==> src/rtl/x2_actmon_pkg.sv <==
// Shared types and constants for the x2 activity monitor.
package x2_actmon_pkg;

    typedef enum logic [1:0] {
        StIdle,
        StAccum,
        StReport
    } state_t;

    localparam int unsigned NUM_OUT   = 7;
    localparam logic [2:0]  TOTAL_IDX = 3'd7;

endpackage

==> src/rtl/x2_popcnt7.sv <==
// Combinational population count of a 7-bit vector.
module x2_popcnt7 (
    input  logic [6:0] vec,
    output logic [2:0] cnt
);

    always_comb begin
        cnt = '0;
        for (int i = 0; i < 7; i++) begin
            cnt = cnt + {2'b00, vec[i]};
        end
    end

endmodule

==> src/rtl/x2_activity_monitor.sv <==
// Toggle-activity monitor over a window of samples from the x2 logic stage.
// Define X2_ACTMON_PERBIT_EN for per-bit counts; otherwise only the total is reported.
module x2_activity_monitor
    import x2_actmon_pkg::*;
#(
    parameter int unsigned WINDOW = 256,
    parameter int unsigned CNT_W  = 16
) (
    input  logic             clk,
    input  logic             rst_n,
    input  logic             start,
    input  logic             clr,
    input  logic             in_valid,
    output logic             in_ready,
    input  logic [6:0]       in_vec,
    output logic             out_valid,
    input  logic             out_ready,
    output logic [CNT_W-1:0] out_data,
    output logic [2:0]       out_idx,
    output logic             out_last,
    output logic             busy
);

    localparam int unsigned SMP_W = $clog2(WINDOW + 1);
`ifdef X2_ACTMON_PERBIT_EN
    localparam logic [2:0] FIRST_IDX = 3'd0;
`else
    localparam logic [2:0] FIRST_IDX = TOTAL_IDX;
`endif

    state_t               state_q, state_d;
    logic [SMP_W-1:0]     smp_q, smp_d;
    logic [NUM_OUT-1:0]   ref_q, ref_d;
    logic [CNT_W-1:0]     total_q, total_d;
    logic [2:0]           idx_q, idx_d;
    logic [NUM_OUT-1:0]   diff;
    logic [2:0]           diff_cnt;
    logic [CNT_W+2:0]     total_sum;
    logic                 accept;
    logic                 win_open;

    assign in_ready  = (state_q == StAccum);
    assign busy      = (state_q != StIdle);
    assign accept    = in_valid && in_ready;
    assign win_open  = (state_q == StIdle) && start;
    assign diff      = in_vec ^ ref_q;
    assign total_sum = {3'b000, total_q} + {{CNT_W{1'b0}}, diff_cnt};

    x2_popcnt7 u_popcnt (
        .vec (diff),
        .cnt (diff_cnt)
    );

    always_comb begin
        state_d = state_q;
        smp_d   = smp_q;
        ref_d   = ref_q;
        total_d = total_q;
        idx_d   = idx_q;
        case (state_q)
            StIdle: begin
                if (start) begin
                    state_d = StAccum;
                    smp_d   = '0;
                    ref_d   = '0;
                    total_d = '0;
                end
            end
            StAccum: begin
                if (accept) begin
                    ref_d = in_vec;
                    smp_d = smp_q + SMP_W'(1);
                    // First sample of the window only seeds the reference.
                    if (smp_q != '0) begin
                        total_d = (|total_sum[CNT_W+2:CNT_W]) ? '1 : total_sum[CNT_W-1:0];
                    end
                    if (smp_q == SMP_W'(WINDOW - 1)) begin
                        state_d = StReport;
                        idx_d   = FIRST_IDX;
                    end
                end
            end
            StReport: begin
                if (out_ready) begin
                    if (idx_q == TOTAL_IDX) begin
                        state_d = StIdle;
                    end else begin
                        idx_d = idx_q + 3'd1;
                    end
                end
            end
            default: state_d = StIdle;
        endcase
        if (clr) begin
            state_d = StIdle;
            smp_d   = '0;
            ref_d   = '0;
            total_d = '0;
            idx_d   = '0;
        end
    end

    always_ff @(posedge clk or negedge rst_n) begin
        if (!rst_n) begin
            state_q <= StIdle;
            smp_q   <= '0;
            ref_q   <= '0;
            total_q <= '0;
            idx_q   <= '0;
        end else begin
            state_q <= state_d;
            smp_q   <= smp_d;
            ref_q   <= ref_d;
            total_q <= total_d;
            idx_q   <= idx_d;
        end
    end

`ifdef X2_ACTMON_PERBIT_EN
    logic [CNT_W-1:0] bit_cnt_q [NUM_OUT];
    logic [CNT_W-1:0] bit_cnt_d [NUM_OUT];

    always_comb begin
        bit_cnt_d = bit_cnt_q;
        if (clr || win_open) begin
            for (int i = 0; i < NUM_OUT; i++) bit_cnt_d[i] = '0;
        end else if (accept && (smp_q != '0)) begin
            for (int i = 0; i < NUM_OUT; i++) begin
                if (diff[i] && (bit_cnt_q[i] != '1)) begin
                    bit_cnt_d[i] = bit_cnt_q[i] + CNT_W'(1);
                end
            end
        end
    end

    always_ff @(posedge clk or negedge rst_n) begin
        if (!rst_n) begin
            for (int i = 0; i < NUM_OUT; i++) bit_cnt_q[i] <= '0;
        end else begin
            bit_cnt_q <= bit_cnt_d;
        end
    end
`endif

    // Outputs are gated by state so reset zeroes them without a clock edge.
    always_comb begin
        out_valid = 1'b0;
        out_last  = 1'b0;
        out_idx   = '0;
        out_data  = '0;
        if (state_q == StReport) begin
            out_valid = 1'b1;
            out_idx   = idx_q;
            out_last  = (idx_q == TOTAL_IDX);
            out_data  = total_q;
`ifdef X2_ACTMON_PERBIT_EN
            if (idx_q != TOTAL_IDX) out_data = bit_cnt_q[idx_q];
`endif
        end
    end

endmodule

==> config.mk <==
export PLATFORM = sky130hd
export DESIGN_NAME = x2_activity_monitor
export DESIGN_NICKNAME = d
export VERILOG_FILES = /design/src/rtl/x2_actmon_pkg.sv /design/src/rtl/x2_popcnt7.sv /design/src/rtl/x2_activity_monitor.sv
export SDC_FILE = /design/constraint.sdc
export NUM_CORES = 1
export LEC_CHECK = 0
export CAP_MARGIN = 20
export CORE_MARGIN = 4
export CORE_UTILIZATION = 40
export DETAILED_ROUTE_END_ITERATION = 10
export HOLD_SLACK_MARGIN = 0.06
export SKIP_LAST_GASP = 1
export SYNTH_ARGS = -nofsm -noshare
export SYNTH_HDL_FRONTEND = slang
export SYNTH_SLANG_ARGS = --single-unit
==> constraint.sdc <==
create_clock -name clk -period 5.5 [get_ports clk]
set_input_delay 1.1 -clock clk [delete_from_list [all_inputs] [get_ports clk]]
set_output_delay 1.1 -clock clk [all_outputs]
set_load 0.01 [all_outputs]
==> metrics.txt, run 1 <==
run status=complete, no violations; # Post-CTS Setup Buffers=0; Initial Util=42.11%; Die X=87.88 um; CP endpoint kind=flip-flop; # DRC=0; Mapped Nets=305; MaxCap Viol Count=0; DRT antenna net count=0; Clock Skew=0.01433 ns; first-pass GRT wire length=10360 um; Adder-Cell Fraction of Synth Area=8.529%; Critical Path Fanout Max=8; layout cells sized above 1=7.492%; Fin Setup TNS=0 ns; Cells after DPL=374; Tcrit/Tclk final=94.18%; top_reg_cell synth=dfrtp_1; total global-route track usage=17.16%; Async S/R FF share, synth=100.0%; DRT Wirelength=6268 um; Resized Gates After CTS=0; Max Root-Sink Buffers=2; synthesized area per cell=9.215 um^2; setup violators final=0; Slew Limit Fails=0; vias in the first global route=2070; leakage power=1.300 nW; CTS tree=built; Worst-Skew Late Latency=0.30 ns; post-DP HPWL=4407 um; warnings from Yosys=0; met2 GRT Util=26.64%; post-synthesis compound-gate area fraction=19.95%; largest family of logic cells by synthesized area=simple AND/OR/NAND/NOR gates; commonest cells after routing, fill and taps aside=dfrtp_1, clkdlybuf4s50_1, nand2_1, nand3_1, and2_1; final design utilization=50.39%; CP Cell Sequence=clkdlybuf4s50_1 -> xor2_1 -> ha_1 -> fa_1 -> fa_1 -> ha_1 -> fa_1 -> xor2_1 -> ha_1 -> nor2b_1 -> o211ai_1 -> o22ai_1 -> a221o_1; headroom to the max-slew limit=42.26%; Max Clock Freq=0.1930 GHz; GP Congestion=0.9224; register bit count reported by yosys=37; EDFF count, synth=0; crit start category=primary input; WP buf/inv=1; library cells used by synthesis=58; Max stage delay on crit path=0.58 ns; Die Y=87.88 um; Vias=2249; count of mapped cells out of synthesis=277; PwrDens=217.8 mW/mm^2; met3 Usage GRT=3.010%; largest net degree at the start of global routing=38; Die ar.=0.007723 mm^2; Inserted Diodes=0; Port Buffers=35; fin nets=334; Tightest Hold Check Type=reg2reg; number of DRC markers in iteration 0=157; row count=28; GR Overflow Total=0; layout overhead on the synthesized area=19.66%; H-tree level count=2; simple-gate share of the synthesized area=26.47%; I/O pin count=36; CTS Buf Count=5; post-synthesis mux area share=1.716%; initial antenna violation count=0; layer with the highest usage=met2; worst path arrival time=5.36 ns; Max VDD drop=111.4 uV; slowest cell on the critical path=o211ai_1; time the worst path needs with I/O delays and setup=5.180 ns; CTS clk-pin slew, worst paths=0.07 ns; Root Driver=clkbuf_8; clk sink count=37; post-route insts no fill=382; DR pass1 iterations=4; met1 usage=24.25%; RSZ-0062 raised after global routing=no; most common cell after layout, fill and taps aside=dfrtp_1; cts hold-fix bufs=0; Mapped Area=0.002552 mm^2; drt wl/cell=16.41 um; slew at the pin closest to its max-slew limit=0.8661 ns; Core Region=0.006061 mm^2; WS Path Type=in2reg; Req. time, crit path=5.68 ns; via/cell ratio=5.887; final hold violation count=0; Seq/Total Area, Yosys=36.27%; CP delay by family, top=adder cells; post-synthesis share of cell area spent on xor and xnor gates=2.745%
## worst register-to-register path, stage by stage (launching register included)
cell and delay (ns):
dfrtp_1 0.40, xor2_1 0.15, ha_1 0.32, fa_1 0.51, fa_1 0.49, ha_1 0.22, fa_1 0.37, xor2_1 0.15
ha_1 0.31, nor2b_1 0.16, o211ai_1 0.58, o22ai_1 0.20, a221o_1 0.34
## synthesized netlist by cell type (2+ instances only)
library cell / count / share of area, %
dfrtp_1: 37 / 36
nand2_1: 22 / 3.2
nand3_1: 21 / 4.1
and2_1: 20 / 4.9
nor2_1: 17 / 2.5
o21ai_0: 17 / 3.3
ha_1: 11 / 5.4
buf_2: 10 / 2.0
inv_1: 10 / 1.5
a21oi_1: 8 / 1.6
nand4_1: 8 / 2.0
xor2_1: 8 / 2.7
a22o_1: 6 / 2.1
and3_1: 6 / 1.5
a31oi_1: 4 / 0.98
clkbuf_1: 4 / 0.59
fa_1: 4 / 3.1
o211ai_1: 4 / 1.2
o22ai_1: 4 / 0.98
a211oi_1: 3 / 0.88
and4_1: 3 / 1.0
mux2_2: 3 / 1.3
nor2b_1: 3 / 0.74
or4b_1: 3 / 1.2
a2bb2oi_1: 2 / 0.69
nor3_1: 2 / 0.39
o2111ai_1: 2 / 0.69
o21ai_1: 2 / 0.39
o2bb2ai_1: 2 / 0.69
o31ai_1: 2 / 0.59
or2_2: 2 / 0.49
## registers in the layout, summed over array words and instances, names as in the netlist
signal / count
ref_q: 7
smp_q: 9
idx_q: 3
state_q: 2
total_q: 16
## cell families after synthesis
family | after synthesis
buf+inv | 25
fa+ha+maj | 15
simple gates | 117
mux | 4
xor+xnor | 8
compound gates | 71
flops | 37
## final cells by class
| type | instances | area, um^2 |
|---|---|---|
| Timing Repair Buffer | 37 | 360.3 |
| Clock inverter | 2 | 37.54 |
| Multi-Input combinational cell | 215 | 1516 |
| Fill cell | 579 | 3007 |
| Tap cell | 75 | 93.84 |
| Sequential cell | 37 | 925.9 |
| Clock buffer | 6 | 82.58 |
| Inverter | 10 | 37.54 |
## layer usage
metal  routed length [um]  part of all wire [%]
met1                 2991                    48
met2                 2980                    48
met5                    0                     0
met3                  222                   3.5
met4                   73                   1.2
## metrics by stage
stage / power (mW) / setup slack (ns) / instance area, um^2 / hold slack (ns)
after global routing: 0.7016 / 0.08088 / 3054 / 0.5246
after CTS: 0.6721 / 0.3288 / 3054 / 0.4972
after floorplan: 0.3814 / 0.7345 / 2552 / 0.4583
after detailed placement: 0.4194 / 0.003384 / 2934 / 0.4787
after global placement: 0.4203 / 0.1353 / 2934 / 0.4711
final: 0.6651 / 0.3199 / 3054 / 0.4911
## report_power, final
| group | internal [mW] | switching (mW) | total, mW | leakage [nW] |
|---|---|---|---|---|
| Clock | 0.148 | 0.104 | 0.252 | 0.0574 |
| Sequential | 0.278 | 0.00543 | 0.283 | 0.506 |
| Combinational | 0.0575 | 0.0725 | 0.130 | 0.736 |
| Total | 0.483 | 0.182 | 0.665 | 1.30 |
## path summary, 6_finish.rpt
kind | start | endpoint | slack [ns] | depth (start not counted)
setup / recovery | in_vec[0] | total_q[15] | 0.32 | 13
hold / removal | ref_q[5] | ref_q[5] | 0.49 | 2
setup reg to reg | ref_q[0] | total_q[15] | 1.18 | 12
hold reg to reg | ref_q[5] | ref_q[5] | 0.49 | 2
max in group asynchronous | rst_n | ref_q[3] | 4.07 | 1
min in group asynchronous | rst_n | total_q[14] | 0.90 | 1
(Power assumes the default switching activity.)
==> inputs of run 2 (changes only) <==
--- a/config.mk
+++ b/config.mk
@@ -7,8 +7,10 @@
 export LEC_CHECK = 0
 export CAP_MARGIN = 20
 export CORE_MARGIN = 4
-export CORE_UTILIZATION = 40
+export CORE_UTILIZATION = 30
+export CTS_CLUSTER_DIAMETER = 60
 export DETAILED_ROUTE_END_ITERATION = 10
+export DONT_BUFFER_PORTS = 1
 export HOLD_SLACK_MARGIN = 0.06
 export SKIP_LAST_GASP = 1
 export SYNTH_ARGS = -nofsm -noshare
==> metrics.txt, run 2 (same netlist as run 1, synthesis figures left out) <==
run status=complete, no violations (unchanged); time the worst path needs with I/O delays and setup=4.636 ns (was 5.180 ns); row count=33 (was 28); final hold violation count=0 (unchanged); worst path arrival time=4.83 ns (was 5.36 ns); Fillers=866 (was 579); CTS Buf Count=5 (unchanged); fin nets=299 (was 334); Slew Limit Fails=0 (unchanged); Inserted Diodes=0 (unchanged); Root Driver=clkbuf_8 (unchanged); final design utilization=32.82% (was 50.39%); Top Registers=total_q x16, smp_q x9, ref_q x7 (unchanged); CP endpoint kind=flip-flop (unchanged); switch share=28.69% (was 27.39%); combinational share of power=19.0% (was 19.5%); layout cells sized above 1=6.985% (was 7.492%); via/cell ratio=5.658 (was 5.887); Clock Skew=0.01601 ns (was 0.01433 ns); number of flip-flops in the largest register=16 (unchanged); setup violators final=0 (unchanged); GR Overflow Total=0 (unchanged); Max Root-Sink Buffers=2 (unchanged); Tcrit/Tclk final=84.28% (was 94.18%); P_int=0.4182 mW (was 0.4829 mW); initial antenna violation count=0 (unchanged); flop2flop setup slack=1.27 ns (was 1.18 ns); largest net degree at the start of global routing=38 (unchanged); I/O pin count=36 (unchanged); register area=925.9 um^2 (unchanged); Max Clock Freq=0.2157 GHz (was 0.1930 GHz); Req. time, crit path=5.69 ns (was 5.68 ns); Initial Util=30.91% (was 42.11%); Worst-Skew Late Latency=0.30 ns (about the same); Tightest Hold Check Type=in2async (was reg2reg); GP Congestion=0.8666 (was 0.9224); DRT antenna net count=0 (unchanged); largest reg by FF count=total_q (unchanged); leakage power=1.157 nW (was 1.300 nW); RR Endpoint=total_q[15] (unchanged); Critical Path Fanout Max=8 (unchanged); Die Y=100.2 um (was 87.88 um); DR pass1 iterations=5 (was 4); RSZ-0062 raised after global routing=no (unchanged); WS Path Type=in2reg (unchanged); Max VDD drop=78.18 uV (was 111.4 uV); P_sw=0.1682 mW (was 0.1822 mW); area of the multi-input gates=0.001516 mm^2 (unchanged); Vias=2133 (was 2249); Fin Setup TNS=0 ns (unchanged); Core Region=0.008258 mm^2 (was 0.006061 mm^2); crit start category=primary input (unchanged); most common cell after layout, fill and taps aside=dfrtp_1 (unchanged); Die X=100.2 um (was 87.88 um); CTS clk-pin slew, worst paths=0.08 ns (was 0.07 ns); MaxCap Viol Count=0 (unchanged); clk sink count=37 (unchanged); drt wl/cell=17.15 um (was 16.41 um); worst r2r src=ref_q[0] (unchanged); layout overhead on the synthesized area=6.177% (was 19.66%); # DRC=0 (unchanged); first-pass GRT wire length=11100 um (was 10360 um); Sequential Power Share=48.3% (was 42.6%); R2R cell count=12 (unchanged); DRT Wirelength=6464 um (was 6268 um); cts hold-fix bufs=0 (unchanged); vias in the first global route=2092 (was 2070); number of DRC markers in iteration 0=103 (was 157); CTS tree=built (unchanged); Port Buffers=0 (was 35); Die ar.=0.01005 mm^2 (was 0.007723 mm^2); total global-route track usage=13.65% (was 17.16%); clock network fraction of total power=32.7% (was 37.9%); commonest cells after routing, fill and taps aside=dfrtp_1, nand2_1, nand3_1, and2_1 (was dfrtp_1, clkdlybuf4s50_1, nand2_1, nand3_1, and2_1); H-tree level count=2 (unchanged); post-DP HPWL=4639 um (was 4407 um); headroom to the max-slew limit=42.84% (was 42.26%); slew at the pin closest to its max-slew limit=0.8573 ns (was 0.8661 ns); Resized Gates After CTS=0 (unchanged); # Post-CTS Setup Buffers=0 (unchanged); PwrDens=216.4 mW/mm^2 (was 217.8 mW/mm^2)
## run 2: cell count changes in the layout (fill, tap and decap cells not counted)
cell / delta
buf_2: -1
buf_4: -1
buf_6: +1
bufinv_16: -1
clkbuf_1: +3
clkbuf_8: -1
clkdlybuf4s50_1: -34
clkinvlp_4: -1
## run 2: through the flow
stage | total power [mW] | setup WS, ns | cell area, um^2 | hold slack, ns | std cells
after detailed placement | 0.4025 | 0.5353 | 2630 | 0.4765 | 369
final | 0.5864 | 0.8643 | 2710 | 0.4853 | 377
after floorplan | 0.3814 | 0.7345 | 2552 | 0.4583 | 277
after global placement | 0.4007 | 0.5961 | 2619 | 0.4692 | 368
after CTS | 0.5951 | 0.8435 | 2710 | 0.4822 | 377
after global routing | 0.6254 | 0.6168 | 2710 | 0.4763 | 377
## run 2: final cells by class
cell class	instances	area share (%)
Multi-Input combinational cell	215	55.96
Clock buffer	8	2.955
Sequential cell	37	34.16
Timing Repair Buffer	2	0.6925
Tap cell	105	4.848
Inverter	10	1.385
## run 2: how the worst max path moves through the flow
stage | start | to | slack, ns | depth (start not counted)
5_1_grt | in_vec[0] | total_q[15] | 0.62 | 12
4_1_cts | in_vec[0] | total_q[15] | 0.84 | 12
3_3_place_gp | in_vec[0] | total_q[15] | 0.60 | 12
2_1_floorplan | in_vec[0] | total_q[14] | 0.73 | 12
6_report | in_vec[0] | total_q[15] | 0.86 | 12
3_5_place_dp | in_vec[0] | total_q[15] | 0.54 | 12
## run 2: critical path, stage by stage
cell      delay (ns)
xor2_1          0.14
ha_1            0.32
fa_1            0.51
fa_1            0.50
ha_1            0.22
fa_1            0.37
xor2_1          0.15
ha_1            0.31
nor2b_1         0.15
o211ai_1        0.51
o22ai_1         0.19
a221o_1         0.34
## run 2: layer usage
| layer | vias to the layer above | GRT usage, % | wire length [um] |
|---|---|---|---|
| li1 | 1013 | - | - |
| met1 | 1032 | 18.39 | 2876 |
| met2 | 80 | 22.17 | 3132 |
| met3 | 8 | 2.710 | 378 |
| met4 | 0 | 4.041 | 77 |
| met5 | - | 0 | 0 |
## run 2: power by group through the flow
stage	registers (mW)	logic (mW)	clock network [mW]
after floorplan	0.286	0.0949	0
after global placement	0.288	0.112	0
after detailed placement	0.289	0.114	0
after CTS	0.283	0.114	0.197
after global routing	0.284	0.131	0.210
final	0.283	0.111	0.192
==> inputs of run 3 (changes only) <==
==> constraint.sdc (replaced) <==
create_clock -name clk -period 4.7 [get_ports clk]
set_input_delay 0.94 -clock clk [delete_from_list [all_inputs] [get_ports clk]]
set_output_delay 0.94 -clock clk [all_outputs]
set_load 0.01 [all_outputs]
==> metrics.txt, run 3 (same netlist as run 1, synthesis figures left out) <==
Port Buffers=0 (unchanged); R2R cell count=12 (unchanged); Initial Util=30.91% (unchanged); DR pass1 iterations=4 (was 5); layout overhead on the synthesized area=8.922% (was 6.177%); Top Registers=total_q x16, smp_q x9, ref_q x7 (unchanged); CTS Buf Count=5 (unchanged); vias in the first global route=2179 (was 2092); Req. time, crit path=4.88 ns (was 5.69 ns); Critical Path Fanout Max=7 (was 8); P_sw=0.1996 mW (was 0.1682 mW); via/cell ratio=5.573 (was 5.658); Max Root-Sink Buffers=2 (unchanged); clock network fraction of total power=38.7% (was 32.7%); CTS tree=built (unchanged); Die ar.=0.01005 mm^2 (unchanged); P_int=0.5569 mW (was 0.4182 mW); MaxCap Viol Count=0 (unchanged); setup violators final=0 (unchanged); CTS clk-pin slew, worst paths=0.08 ns (about the same); post-route insts no fill=382 (was 377); combinational share of power=17.5% (was 19.0%); Resized Gates After CTS=0 (unchanged); fin nets=304 (was 299); # Post-CTS Setup Buffers=0 (unchanged); # DRC=0 (unchanged); Max VDD drop=100.5 uV (was 78.18 uV); GR Overflow Total=0 (unchanged); cts hold-fix bufs=0 (unchanged); DRT antenna net count=0 (unchanged); clk sink count=37 (unchanged); most common cell after layout, fill and taps aside=dfrtp_1 (unchanged); Tcrit/Tclk final=92.72%; RSZ-0062 raised after global routing=no (unchanged); WS Path Type=in2reg (unchanged); total global-route track usage=13.58% (was 13.65%); number of DRC markers in iteration 0=149 (was 103); CP endpoint kind=flip-flop (unchanged); largest reg by FF count=total_q (unchanged); final hold violation count=0 (unchanged); Root Driver=clkbuf_8 (unchanged); I/O pin count=36 (unchanged); Max Clock Freq=0.2295 GHz; Design Area, Final=0.002780 mm^2 (was 0.002710 mm^2); Die X=100.2 um (unchanged); post-DP HPWL=4568 um (was 4639 um); row count=33 (unchanged); switch share=26.39% (was 28.69%); Post-DP Area=0.002664 mm^2 (was 0.002630 mm^2); slew at the pin closest to its max-slew limit=0.8482 ns (was 0.8573 ns); Die Y=100.2 um (unchanged); worst path arrival time=4.54 ns (was 4.83 ns); layout cells sized above 1=9.386% (was 6.985%); Fin Setup TNS=0 ns (unchanged); run status=complete, no violations (unchanged); Overall Power=0.7566 mW (was 0.5864 mW); largest net degree at the start of global routing=38 (unchanged); DRT Wirelength=6395 um (was 6464 um); initial antenna violation count=0 (unchanged); Slew Limit Fails=0 (unchanged); Sequential Power Share=43.8% (was 48.3%); Tightest Hold Check Type=in2async (unchanged); GP Congestion=0.9288 (was 0.8666); leakage power=1.199 nW (was 1.157 nW); number of flip-flops in the largest register=16 (unchanged); PwrDens=272.1 mW/mm^2 (was 216.4 mW/mm^2); first-pass GRT wire length=10960 um (was 11100 um); time the worst path needs with I/O delays and setup=4.358 ns; Core Region=0.008258 mm^2 (unchanged); Cells after DPL=374 (was 369); drt wl/cell=16.74 um (was 17.15 um); Vias=2129 (was 2133); Inserted Diodes=0 (unchanged); H-tree level count=2 (unchanged); Worst-Skew Late Latency=0.29 ns (was 0.30 ns); commonest cells after routing, fill and taps aside=dfrtp_1, nand2_1, nand3_1, and2_1 (unchanged); headroom to the max-slew limit=43.46% (was 42.84%); crit start category=primary input (unchanged); Clock Skew=0.01328 ns (was 0.01601 ns)
[run 3: cell count changes in the layout (fill, tap and decap cells not counted)]
cell,previous run,this run
buf_6,1,0
bufinv_16,0,1
buf_4,1,7
clkbuf_8,5,6
clkbuf_1,3,1
[run 3: cell type report]
cell class	count	area, um^2
Clock buffer	7	86.33
Sequential cell	37	925.9
Tap cell	105	131.4
Inverter	10	37.54
Clock inverter	1	30.03
Timing Repair Buffer	7	52.55
Multi-Input combinational cell	215	1516
Fill cell	867	5478
[run 3: worst max-delay path: stages]
cell     delay (ns)
xor2_1         0.14
ha_1           0.31
fa_1           0.51
fa_1           0.49
ha_1           0.22
fa_1           0.37
xor2_1         0.15
ha_1           0.32
a21oi_1        0.10
a211o_1        0.39
o311a_1        0.31
a221o_1        0.27
[run 3: path summary, 6_finish.rpt]
kind                                to  startpoint  slack [ns]
min in group clk              ref_q[3]    ref_q[3]        0.49
max in group asynchronous     smp_q[1]       rst_n        4.28
hold / removal             total_q[11]       rst_n        0.33
setup / recovery           total_q[15]   in_vec[0]        0.34
hold reg to reg               ref_q[3]    ref_q[3]        0.49
setup reg to reg           total_q[15]    ref_q[0]        0.60
[run 3: power by group through the flow]
stage,Sequential [mW],Clock [mW],Combinational (mW)
2_1_floorplan,0.335,0,0.111
3_3_place_gp,0.337,0,0.135
3_5_place_dp,0.338,0,0.135
4_1_cts,0.331,0.301,0.135
5_1_grt,0.333,0.315,0.154
6_report,0.332,0.293,0.132
[run 3: per-stage QoR]
step                      utilization [%]  hold slack (ns)  worst slack, ns
after floorplan                         -           0.4583          0.09448
after global placement              32.26           0.4683          0.06577
after detailed placement            32.26           0.4753          0.02573
after CTS                           33.67           0.3216           0.3527
after global routing                33.67           0.3130           0.1842
final                               33.67           0.3286           0.3420
[run 3: routing by layer]
metal	global-route usage, %	vias up	wire length, um
met3	3.336	9	387
met2	22.58	64	3144
met4	4.352	0	99
met1	17.31	1036	2763
li1	-	1020	-
met5	0	-	0
